$ cat src/rtl/svcs_hs_frame_rx_pkg.sv
// Shared constants, enums and helpers for the SVCS handshake receive path.
// Covers header word layout, element kinds, receiver FSM states and payload sizing.
package svcs_rtl_pkg;

  localparam int SVCS_MAX_SIZE = 4096;

  // Word positions inside the 7-word transaction header
  localparam int HDR_W_TYPE_LO  = 0;
  localparam int HDR_W_TYPE_HI  = 1;
  localparam int HDR_W_ID_LO    = 2;
  localparam int HDR_W_ID_HI    = 3;
  localparam int HDR_W_DTYPE_LO = 4;
  localparam int HDR_W_DTYPE_HI = 5;
  localparam int HDR_W_NPAY     = 6;
  localparam int HDR_WORDS      = 7;

  typedef enum logic [1:0] {
    EK_BYTE = 2'd0,
    EK_INT  = 2'd1,
    EK_REAL = 2'd2,
    EK_RSVD = 2'd3
  } elem_kind_e;

  typedef enum logic [1:0] {
    ST_HDR     = 2'd0,
    ST_HDR_OUT = 2'd1,
    ST_PAYLOAD = 2'd2,
    ST_DROP    = 2'd3
  } rx_state_e;

  // Stream words needed to carry n elements of the given kind (34 bits so 2n never overflows)
  function automatic logic [33:0] payload_words(input elem_kind_e kind, input logic [31:0] n);
    logic [33:0] n34;
    n34 = {{2{n[31]}}, n};
    case (kind)
      EK_BYTE: return (n34 + 34'd3) >> 2;
      EK_INT:  return n34;
      EK_REAL: return n34 << 1;
      default: return n34;
    endcase
  endfunction

endpackage

$ cat src/rtl/svcs_hs_frame_rx_if.sv
// Word-stream, header and payload handshake bundle for the SVCS frame receiver.
// The slave modport is the receiver's view; master is the surrounding environment.
interface svcs_hs_frame_rx_if #(
  parameter int DW = 32
);
  logic          s_valid;
  logic          s_ready;
  logic [DW-1:0] s_data;

  logic          hdr_valid;
  logic          hdr_ready;
  logic [63:0]   hdr_trnx_type;
  logic [63:0]   hdr_trnx_id;
  logic [63:0]   hdr_data_type;
  logic [31:0]   hdr_n_payloads;

  logic          m_valid;
  logic          m_ready;
  logic [DW-1:0] m_data;
  logic          m_last;

  modport master (
    output s_valid, s_data, hdr_ready, m_ready,
    input  s_ready, hdr_valid, hdr_trnx_type, hdr_trnx_id, hdr_data_type,
           hdr_n_payloads, m_valid, m_data, m_last
  );

  modport slave (
    input  s_valid, s_data, hdr_ready, m_ready,
    output s_ready, hdr_valid, hdr_trnx_type, hdr_trnx_id, hdr_data_type,
           hdr_n_payloads, m_valid, m_data, m_last
  );
endinterface

$ cat src/rtl/svcs_hs_frame_rx.sv
// SVCS frame receiver: captures the 7-word header, offers it on a handshake, then
// forwards exactly the implied payload words (or drops a bad frame and pulses err_pulse).
module svcs_hs_frame_rx
  import svcs_rtl_pkg::*;
#(
  parameter int MAX_PAYLOADS = SVCS_MAX_SIZE,
  parameter int DW           = 32
) (
  input  logic                     clk,
  input  logic                     rst,
  input  logic [1:0]               cfg_elem_kind,
  svcs_hs_frame_rx_if.slave        bus,
  output logic                     err_pulse,
  output logic [31:0]              frame_cnt
);

  rx_state_e   state_reg, state_next;
  logic [2:0]  idx_reg, idx_next;
  logic [33:0] cnt_reg, cnt_next;
  elem_kind_e  kind_reg, kind_next;
  logic [31:0] frame_cnt_reg, frame_cnt_next;
  logic [63:0] hdr_type_reg, hdr_id_reg, hdr_dtype_reg;
  logic [31:0] hdr_npay_reg;
  logic        hdr_load;
  logic [DW-1:0] word_in;
  logic        frame_bad;
  logic [32:0] npay_mag;
  logic [33:0] drop_len;

  assign word_in = bus.s_data;

  // Header words 0..5 are buffered; word 6 arrives with the load into the output registers
  genvar gi;
  generate
    for (gi = 0; gi < HDR_W_NPAY; gi++) begin : g_buf
      logic [31:0] word_reg;
      always_ff @(posedge clk) begin
        if (rst)
          word_reg <= '0;
        else if (state_reg == ST_HDR && bus.s_valid && idx_reg == 3'(gi))
          word_reg <= word_in;
      end
    end
  endgenerate

  assign frame_bad = ($signed(hdr_npay_reg) < 0) ||
                     ($signed(hdr_npay_reg) > MAX_PAYLOADS) ||
                     (kind_reg == EK_RSVD);
  assign npay_mag  = hdr_npay_reg[31] ? (33'd0 - {1'b1, hdr_npay_reg}) : {1'b0, hdr_npay_reg};
  assign drop_len  = (npay_mag > 33'(MAX_PAYLOADS)) ? 34'(MAX_PAYLOADS) : {1'b0, npay_mag};

  always_ff @(posedge clk) begin
    if (rst) begin
      state_reg     <= ST_HDR;
      idx_reg       <= '0;
      cnt_reg       <= '0;
      kind_reg      <= EK_BYTE;
      frame_cnt_reg <= '0;
      hdr_type_reg  <= '0;
      hdr_id_reg    <= '0;
      hdr_dtype_reg <= '0;
      hdr_npay_reg  <= '0;
    end else begin
      state_reg     <= state_next;
      idx_reg       <= idx_next;
      cnt_reg       <= cnt_next;
      kind_reg      <= kind_next;
      frame_cnt_reg <= frame_cnt_next;
      if (hdr_load) begin
        hdr_type_reg  <= {g_buf[HDR_W_TYPE_HI].word_reg,  g_buf[HDR_W_TYPE_LO].word_reg};
        hdr_id_reg    <= {g_buf[HDR_W_ID_HI].word_reg,    g_buf[HDR_W_ID_LO].word_reg};
        hdr_dtype_reg <= {g_buf[HDR_W_DTYPE_HI].word_reg, g_buf[HDR_W_DTYPE_LO].word_reg};
        hdr_npay_reg  <= word_in;
      end
    end
  end

  always_comb begin
    state_next     = state_reg;
    idx_next       = idx_reg;
    cnt_next       = cnt_reg;
    kind_next      = kind_reg;
    frame_cnt_next = frame_cnt_reg;
    hdr_load       = 1'b0;
    bus.s_ready    = 1'b0;
    bus.hdr_valid  = 1'b0;
    bus.m_valid    = 1'b0;
    bus.m_data     = '0;
    bus.m_last     = 1'b0;
    err_pulse      = 1'b0;
    case (state_reg)
      ST_HDR: begin
        bus.s_ready = 1'b1;
        if (bus.s_valid) begin
          if (idx_reg == 3'(HDR_W_NPAY)) begin
            idx_next   = '0;
            hdr_load   = 1'b1;
            kind_next  = elem_kind_e'(cfg_elem_kind);
            cnt_next   = payload_words(kind_next, word_in);
            state_next = ST_HDR_OUT;
          end else begin
            idx_next = idx_reg + 3'd1;
          end
        end
      end
      ST_HDR_OUT: begin
        bus.hdr_valid = 1'b1;
        if (bus.hdr_ready) begin
          if (frame_bad) begin
            state_next = ST_DROP;
            cnt_next   = drop_len;
            err_pulse  = 1'b1;
          end else if (hdr_npay_reg == 32'd0) begin
            state_next     = ST_HDR;
            frame_cnt_next = frame_cnt_reg + 32'd1;
          end else begin
            state_next = ST_PAYLOAD;
          end
        end
      end
      ST_PAYLOAD: begin
        bus.m_valid = bus.s_valid;
        bus.s_ready = bus.m_ready;
        bus.m_data  = word_in;
        bus.m_last  = (cnt_reg == 34'd1);
        if (bus.s_valid && bus.m_ready) begin
          cnt_next = cnt_reg - 34'd1;
          if (cnt_reg == 34'd1) begin
            state_next     = ST_HDR;
            frame_cnt_next = frame_cnt_reg + 32'd1;
          end
        end
      end
      ST_DROP: begin
        // A zero-length drop (reserved kind with n==0) closes without consuming a word
        bus.s_ready = (cnt_reg != 34'd0);
        if (cnt_reg == 34'd0) begin
          state_next     = ST_HDR;
          frame_cnt_next = frame_cnt_reg + 32'd1;
        end else if (bus.s_valid) begin
          cnt_next = cnt_reg - 34'd1;
          if (cnt_reg == 34'd1) begin
            state_next     = ST_HDR;
            frame_cnt_next = frame_cnt_reg + 32'd1;
          end
        end
      end
      default: state_next = ST_HDR;
    endcase
    // Reset wins over any handshake in the same cycle
    if (rst) begin
      bus.s_ready   = 1'b0;
      bus.hdr_valid = 1'b0;
      bus.m_valid   = 1'b0;
      bus.m_data    = '0;
      bus.m_last    = 1'b0;
      err_pulse     = 1'b0;
    end
  end

  assign bus.hdr_trnx_type  = hdr_type_reg;
  assign bus.hdr_trnx_id    = hdr_id_reg;
  assign bus.hdr_data_type  = hdr_dtype_reg;
  assign bus.hdr_n_payloads = hdr_npay_reg;
  assign frame_cnt          = frame_cnt_reg;

endmodule
$ cat src/flat_wrapper.sv
// flat-port wrapper written by rule: the top's interface ports become plain ports
module svcs_hs_frame_rx_flat import svcs_rtl_pkg::*;
#(
  parameter int MAX_PAYLOADS = SVCS_MAX_SIZE,
  parameter int DW           = 32
)
  (clk, rst, cfg_elem_kind, err_pulse, frame_cnt, bus_s_valid, bus_s_data, bus_hdr_ready, bus_m_ready, bus_s_ready, bus_hdr_valid, bus_hdr_trnx_type, bus_hdr_trnx_id, bus_hdr_data_type, bus_hdr_n_payloads, bus_m_valid, bus_m_data, bus_m_last);
  svcs_hs_frame_rx_if #(.DW(DW)) bus_i ();
  input  logic clk;
  input  logic rst;
  input  logic [1:0] cfg_elem_kind;
  output logic err_pulse;
  output logic [31:0] frame_cnt;
  input wire logic [$bits(bus_i.s_valid)-1:0] bus_s_valid;
  input wire logic [$bits(bus_i.s_data)-1:0] bus_s_data;
  input wire logic [$bits(bus_i.hdr_ready)-1:0] bus_hdr_ready;
  input wire logic [$bits(bus_i.m_ready)-1:0] bus_m_ready;
  output wire logic [$bits(bus_i.s_ready)-1:0] bus_s_ready;
  output wire logic [$bits(bus_i.hdr_valid)-1:0] bus_hdr_valid;
  output wire logic [$bits(bus_i.hdr_trnx_type)-1:0] bus_hdr_trnx_type;
  output wire logic [$bits(bus_i.hdr_trnx_id)-1:0] bus_hdr_trnx_id;
  output wire logic [$bits(bus_i.hdr_data_type)-1:0] bus_hdr_data_type;
  output wire logic [$bits(bus_i.hdr_n_payloads)-1:0] bus_hdr_n_payloads;
  output wire logic [$bits(bus_i.m_valid)-1:0] bus_m_valid;
  output wire logic [$bits(bus_i.m_data)-1:0] bus_m_data;
  output wire logic [$bits(bus_i.m_last)-1:0] bus_m_last;
  assign bus_i.s_valid = bus_s_valid;
  assign bus_i.s_data = bus_s_data;
  assign bus_i.hdr_ready = bus_hdr_ready;
  assign bus_i.m_ready = bus_m_ready;
  assign bus_s_ready = bus_i.s_ready;
  assign bus_hdr_valid = bus_i.hdr_valid;
  assign bus_hdr_trnx_type = bus_i.hdr_trnx_type;
  assign bus_hdr_trnx_id = bus_i.hdr_trnx_id;
  assign bus_hdr_data_type = bus_i.hdr_data_type;
  assign bus_hdr_n_payloads = bus_i.hdr_n_payloads;
  assign bus_m_valid = bus_i.m_valid;
  assign bus_m_data = bus_i.m_data;
  assign bus_m_last = bus_i.m_last;
  svcs_hs_frame_rx #(.MAX_PAYLOADS(MAX_PAYLOADS), .DW(DW)) u_core (.clk(clk), .rst(rst), .cfg_elem_kind(cfg_elem_kind), .bus(bus_i), .err_pulse(err_pulse), .frame_cnt(frame_cnt));
endmodule
$ cat config.mk
export PLATFORM = sky130hd
export DESIGN_NAME = svcs_hs_frame_rx_flat
export DESIGN_NICKNAME = d
export VERILOG_FILES = /design/src/rtl/svcs_hs_frame_rx_pkg.sv /design/src/rtl/svcs_hs_frame_rx_if.sv /design/src/rtl/svcs_hs_frame_rx.sv /design/src/flat_wrapper.sv
export SDC_FILE = /design/constraint.sdc
export NUM_CORES = 1
export LEC_CHECK = 0
export CAP_MARGIN = 0
export CORE_ASPECT_RATIO = 1.2
export CORE_MARGIN = 4
export CORE_UTILIZATION = 30
export DETAILED_ROUTE_END_ITERATION = 8
export HOLD_SLACK_MARGIN = 0.03
export PLACE_DENSITY = 0.58
export RECOVER_POWER = 50
export SLEW_MARGIN = 30
export SYNTH_ARGS = -nofsm -noshare
export SYNTH_HDL_FRONTEND = slang
export SYNTH_SLANG_ARGS = --single-unit
$ cat constraint.sdc
create_clock -name clk -period 3.5 [get_ports clk]
set_clock_uncertainty 0.2 [all_clocks]
set_input_delay 0.7 -clock clk [delete_from_list [all_inputs] [get_ports clk]]
set_output_delay 0.7 -clock clk [all_outputs]
set_load 0.1 [all_outputs]
==> results of run 1 <==
-- metrics by stage --
| step | cell area [um2] | util |
|---|---|---|
| floorplan | 21000 | - |
| global placement | 26000 | 0.379 |
| detailed placement | 26000 | 0.379 |
| CTS | 27900 | 0.407 |
| global route | 27000 | 0.394 |
| finish | 27000 | 0.394 |
-- worst paths after layout --
path,startpoint,endpoint,slack [ns],cells after the start
max,u_core.cnt_reg[25],bus_s_ready,-0.12,7
min,u_core.g_buf[1].word_reg[7],u_core.bus.hdr_trnx_type[39],0.24,2
max reg2reg,u_core.bus.hdr_n_payloads[6],u_core.cnt_reg[0],0.02,9
min reg2reg,u_core.g_buf[1].word_reg[7],u_core.bus.hdr_trnx_type[39],0.24,2
-- power by group --
part | internal, mW | total (mW) | switching [mW] | leakage [nW]
clock | 3.37 | 5.77 | 2.40 | 0.883
combinational | 0.188 | 0.674 | 0.486 | 4.47
sequential | 5.61 | 5.64 | 0.0284 | 3.96
total | 9.17 | 12.1 | 2.91 | 9.31
-- worst reg2reg max path, delay by kind of cell (launching register included) --
kind            cells  cell delay, ns
buf+inv             1            0.14
flops               1            0.32
compound gates      2            0.50
simple gates        6            2.24
-- repair_timing --
| item | in CTS | in global routing |
|---|---|---|
| pin swaps | 7 | 6 |
| resized for setup | 14 | 15 |
| setup endpoints to repair | 5 | 19 |
| buffers inserted | 3 | 4 |
| hold endpoints to repair | 0 | 0 |
-- logic make-up after synthesis --
family                     after synthesis  share of synthesized area
and+or+nand+nor                       1302                      0.266
AOI/OAI and AO/OA                      645                      0.175
DFF                                    489                      0.470
buffers and inverters                  266                     0.0487
xor gates and xnor gates                72                     0.0303
muxes                                   13                    0.00625
adders and majority gates                5                    0.00300
-- area by class of cell --
class / instances / area [um2] / share of cell area
Inverter: 25 / 96.3 / 0.00356
Sequential cell: 489 / 9850 / 0.364
Tap cell: 909 / 1140 / 0.0421
Clock buffer: 78 / 1590 / 0.0589
Multi-Input combinational cell: 2037 / 10300 / 0.380
Timing Repair Buffer: 526 / 3860 / 0.143
Antenna cell: 2 / 5.00 / 0.000185
Clock inverter: 18 / 206 / 0.00764
-- layer usage --
metal,up-vias,wire length (um),GRT usage
met2,662,40800,0.376
li1,10100,-,-
met3,172,4960,0.0380
met5,-,13,0
met1,9892,36200,0.277
met4,2,3420,0.0829
-- cell usage in the layout (no fill, tap or decap), types with 11 or more instances in the layout --
cell type / n
nand2_1: 927
dfxtp_1: 463
a21oi_1: 459
clkbuf_1: 265
buf_4: 166
nor2_1: 100
buf_12: 60
clkbuf_16: 54
o21ai_0: 45
nand3_1: 43
xnor2_1: 39
clkdlybuf4s50_1: 37
nor3_1: 35
and2_1: 33
xor2_1: 33
nand4_1: 32
nor4_1: 26
inv_1: 21
a31oi_1: 18
and3_1: 16
dfxtp_2: 16
clkbuf_8: 15
o211ai_1: 14
a22oi_1: 14
nor4_2: 13
or3_1: 13
mux2i_1: 13
o31ai_1: 12
or4_1: 11
==> results.yml, run 1 <==
synthesis:
  synth.net_count: 2836
  yosysTopAreaCell: "dfxtp_1"
  yosysSeqAreaShare: 0.470
  syn_area_per_cell_um2: 7.46
  async_reset_ff_frac: 0
  synth_top_area_frac: 0.470
  synth_cell_types: 70
  synthTopCellsByCount: "nand2_1 (927), dfxtp_1 (489), a21oi_1 (459)"
  yosys_register_bits: 489
  yosysMostFrequentCell: "nand2_1"
  synthCells: 2792
  yosys-top-cells-area: "dfxtp_1 (47%), nand2_1 (17%), a21oi_1 (11%)"
  ys.flop_type: "dfxtp_1"
  netlist_area_mm2: 0.0208
  yosysWarningCount: 0
  synth_edf_count: 0
cts:
  cts_tree: "built"
  clkTransAtPathRegs_ns: 0.06
  cts_hold_repair.buffers: 0
  insertion_delay_ns: 0.61
  htreeDepth: 2
  cts.sinks: 489
  cts_root_buf: "clkbuf_16"
  clockBufferDepth: 3
  numCtsBuffers: 53
global_routing:
  grt_first_pass_wirelength_mm: 125
  grt_usage: 0.219
  grt_pass1_vias: 19200
  grt-ovfl-total: 0
  grt_max_degree: 226
  antenna_found_initial: 3
timing:
  fin_ws_ns: -0.121
  tightest_slew_ns: 1.32
  relSlewSlack: 0.121
  finalSetupViolations: 2
  clock.fmax_mhz: 276
  fin_crit_ns: 3.62
  hold_slack_ns: 0.245
  finalSetupTns_ns: -0.222
  finalHoldViolCount: 0
  rsz0062_at_grt: "true"
  fin_crit_sh: 1.03
  finalMaxSlewViolations: 0
pwr:
  ir_worst_vdd_mv: 0.372
  p_per_area_mw_per_mm2: 447
  power.total_mw: 12.1
  leakage_nw: 9.31
route:
  dr_total_vias: 20800
  ant_nets: 0
  totalWireLength_mm: 85.4
  wl_per_cell_um: 20.9
  dr.pass1.iters: 6
  first_iter_violations: 1819
  drc: 0
  via_per_inst: 5.10
finish:
  final_cells: 4084
  area_delta_synth_final_pct: 29.8
  nFillCells: 7314
  num-nets-final: 3176
  layout-drive-gt1-share: 0.124
  largest_register_ffs: 192
outcome:
  outcome: "finished, violations left"
  violations: "setup timing"
critical_path:
  required_ns: 2.60
  crit_path_end_kind: "output pin"
  path_cells: "or4_4, or3_4, nor4_4, buf_4, o21a_1, nor2_2, buf_12"
  cp_max_fo: 6
  worst-path-buf-inv: 2
  crit_slowest_cell: "or4_4"
  crit_type: "reg2out"
  cp.arrival_ns: 2.72
  cpLargestDelayFamily: "simple AND/OR/NAND/NOR gates"
  cpPeakStageDelay_ns: 0.53
  critPathLaunchType: "flop"
worst_hold_path:
  hold_path.class: "reg2reg"
die:
  die_area_mm2: 0.0737
  core_area_mm2: 0.0686
  row_count: 105
  io_pins: 332
  floorplan.initialDensity: 0.304
  dieWidth_um: 248
  fp.dieH_um: 297
placed_design:
  pre_cts_slack_ns: -0.0979
  port_buffers: 331
  gp_congestion: 0.914
  hpwl_mm: 56.9
  placed_cells: 3978
run:
  cap_viol_max_count: 0
No activity file was read; power rests on OpenSTA's default activity.
==> run 2: changes to the inputs <==
ABC_AREA = 1   (was unset)
CTS_CLUSTER_DIAMETER = 60   (was unset)
PLACE_DENSITY = 0.57   (was 0.58)
==> results.yml, run 2 <==
outcome:
  outcome: "finished, violations left"
  violations: "capacitance limit, slew limit"
synthesis:
  yosys-top-cells-area: "dfxtp_1 (46%), nor2_1 (11%), o21ai_0 (10%)"
  ys.flop_type: "dfxtp_1"
  synth_cell_types: 48
  syn_area_per_cell_um2: 7.07
  yosys_register_bits: 489
  yosysWarningCount: 0
  async_reset_ff_frac: 0
  synth.net_count: 3047
  synthTopCellsByCount: "nor2_1 (609), dfxtp_1 (489), o21ai_0 (440)"
  yosysTopAreaCell: "dfxtp_1"
  synth_edf_count: 0
  yosysSeqAreaShare: 0.461
  yosysMostFrequentCell: "nor2_1"
  synthCells: 3003
  netlist_area_mm2: 0.0212
  synth_top_area_frac: 0.461
pwr:
  leakage_nw: 11.3
  ir_worst_vdd_mv: 0.372
  p_per_area_mw_per_mm2: 535
  power.total_mw: 14.2
finish:
  num-nets-final: 3350
  area_delta_synth_final_pct: 25.3
  layout_common_cells: "nor2_1 (607), dfxtp_1 (488), o21ai_0 (440)"
  largest_register_ffs: 192
  layout-drive-gt1-share: 0.0923
  layout.cells.most_common: "nor2_1"
global_routing:
  grt_pass1_vias: 20400
  grt_usage: 0.226
  grt_first_pass_wirelength_mm: 131
  antenna_found_initial: 1
  grt-ovfl-total: 0
  grt_max_degree: 212
die:
  fp.dieH_um: 299
  dieWidth_um: 251
  row_count: 106
  io_pins: 332
  floorplan.initialDensity: 0.304
  core_area_mm2: 0.0699
  die_area_mm2: 0.0751
critical_path:
  r2r_cells: 10
  cp_max_fo: 6
  r2r_start: "u_core.idx_reg[2]"
  critPathLaunchType: "flop"
  cp.arrival_ns: 2.47
  crit_path_end_kind: "output pin"
  startpoint: "u_core.cnt_reg[13]"
  crit_type: "reg2out"
  required_ns: 2.60
route:
  dr_total_vias: 21400
  wl_per_cell_um: 20.9
  first_iter_violations: 1735
  ant_nets: 0
  totalWireLength_mm: 89.0
  via_per_inst: 5.01
  dr.pass1.iters: 5
  drc: 0
placed_design:
  port_buffers: 331
  gp_congestion: 0.933
  hpwl_mm: 60.9
timing:
  hold_slack_ns: 0.254
  fin_crit_ns: 3.37
  tightest_slew_ns: 1.53
  finalMaxSlewViolations: 63
  fin_crit_sh: 0.963
  relSlewSlack: -0.0217
  rsz0062_at_grt: "false"
  finalSetupViolations: 0
  finalHoldViolCount: 0
  clock.fmax_mhz: 297
cts:
  insertion_delay_ns: 0.62
  clockBufferDepth: 3
  cts_tree: "built"
  cts_hold_repair.buffers: 0
  clkTransAtPathRegs_ns: 0.06
  htreeDepth: 2
  cts.sinks: 489
  cts_root_buf: "clkbuf_16"
  numCtsBuffers: 57
worst_hold_path:
  worstHoldStart: "u_core.g_buf[3].word_reg[31]"
  hold_path.class: "reg2reg"
  worstHoldPathCells: 2
run:
  cap_viol_max_count: 1
==> run 2: cell count changes after synthesis, moves of 27 or more <==
| cell | change |
|---|---|
| and2_1 | -35 |
| nand3_1 | +116 |
| a21oi_1 | -136 |
| o21ai_0 | +395 |
| nor2_1 | +503 |
| xor2_1 | -27 |
| o21ai_1 | +33 |
| xnor2_1 | -38 |
| inv_1 | +158 |
| nand2_1 | -598 |
| nor4_1 | -36 |
| clkbuf_1 | -64 |
==> run 2: where the power goes <==
group	switching (mW)	total [mW]	leakage, nW	internal (mW)
Clock	2.54	6.38	0.993	3.83
Combinational	1.39	1.96	6.38	0.573
Sequential	0.147	5.90	3.95	5.76
Total	4.08	14.2	11.3	10.2
==> run 2: what timing repair did <==
action / in CTS / in global routing
setup buffers: 4 / 6
pin swaps: 5 / 7
endpoints found under the setup margin: 1 / 1
resized for setup: 9 / 4
==> run 2: cell type report <==
type	count	area, um2
Fill cell	7533	43300
Tap cell	918	1150
Clock inverter	24	360
Multi-Input combinational cell	2116	9920
Sequential cell	489	9790
Timing Repair Buffer	432	2920
Clock buffer	78	1660
Inverter	210	801
Antenna cell	1	2.50
==> run 2: cells by family (layout without fill, tap and decap cells) <==
| kind of cell | count (synthesis) | in the layout | share of synthesized area |
|---|---|---|---|
| DFF | 489 | 489 | 0.461 |
| AOI/OAI and AO/OA | 853 | 853 | 0.209 |
| adders and majority gates | 5 | 5 | 0.00295 |
| and+or+nand+nor | 1251 | 1251 | 0.251 |
| buffers and inverters | 398 | 744 | 0.0728 |
| other | 0 | 1 | 0 |
| xor gates and xnor gates | 7 | 7 | 0.00289 |
==> run 2: layer usage <==
layer | global-route usage | routed length (um) | vias up
met5 | 0 | 0 | -
met4 | 0.0843 | 3680 | 0
met3 | 0.0410 | 5510 | 149
met2 | 0.374 | 41400 | 707
met1 | 0.294 | 38400 | 9916
li1 | - | - | 10600
==> run 2: path summary, 6_finish.rpt <==
path,endpoint,slack [ns]
setup / recovery,bus_s_ready,0.13
hold / removal,u_core.bus.hdr_trnx_id[63],0.25
setup reg to reg,u_core.bus.hdr_trnx_id[31],0.33
hold reg to reg,u_core.bus.hdr_trnx_id[63],0.25
==> run 2: worst max-delay path, cell delays in order, from the launching register on <==
cell      delay (ns)
dfxtp_1         0.37
nor2_2          0.17
nand2_1         0.11
nor2_4          0.14
nand2_4         0.08
inv_4           0.06
nand2_2         0.07
nor2_4          0.12
inv_4           0.06
nor3_4          0.17
nand2_1         0.11
o311ai_1        0.09
inv_1           0.12
buf_12          0.18
==> run 2: per-stage QoR <==
stage / setup TNS (ns) / worst slack (ns) / area, um2 / util / instances
5_1_grt: 0 / 0.00338 / 26600 / 0.381 / 4268
3_3_place_gp: 0 / 0.259 / 25500 / 0.365 / 4155
2_1_floorplan: -10.17 / -0.318 / 21200 / - / 3003
4_1_cts: 0 / 0.00642 / 27600 / 0.395 / 4261
6_report: 0 / 0.131 / 26600 / 0.381 / 4268
3_5_place_dp: 0 / 0.254 / 25500 / 0.365 / 4155
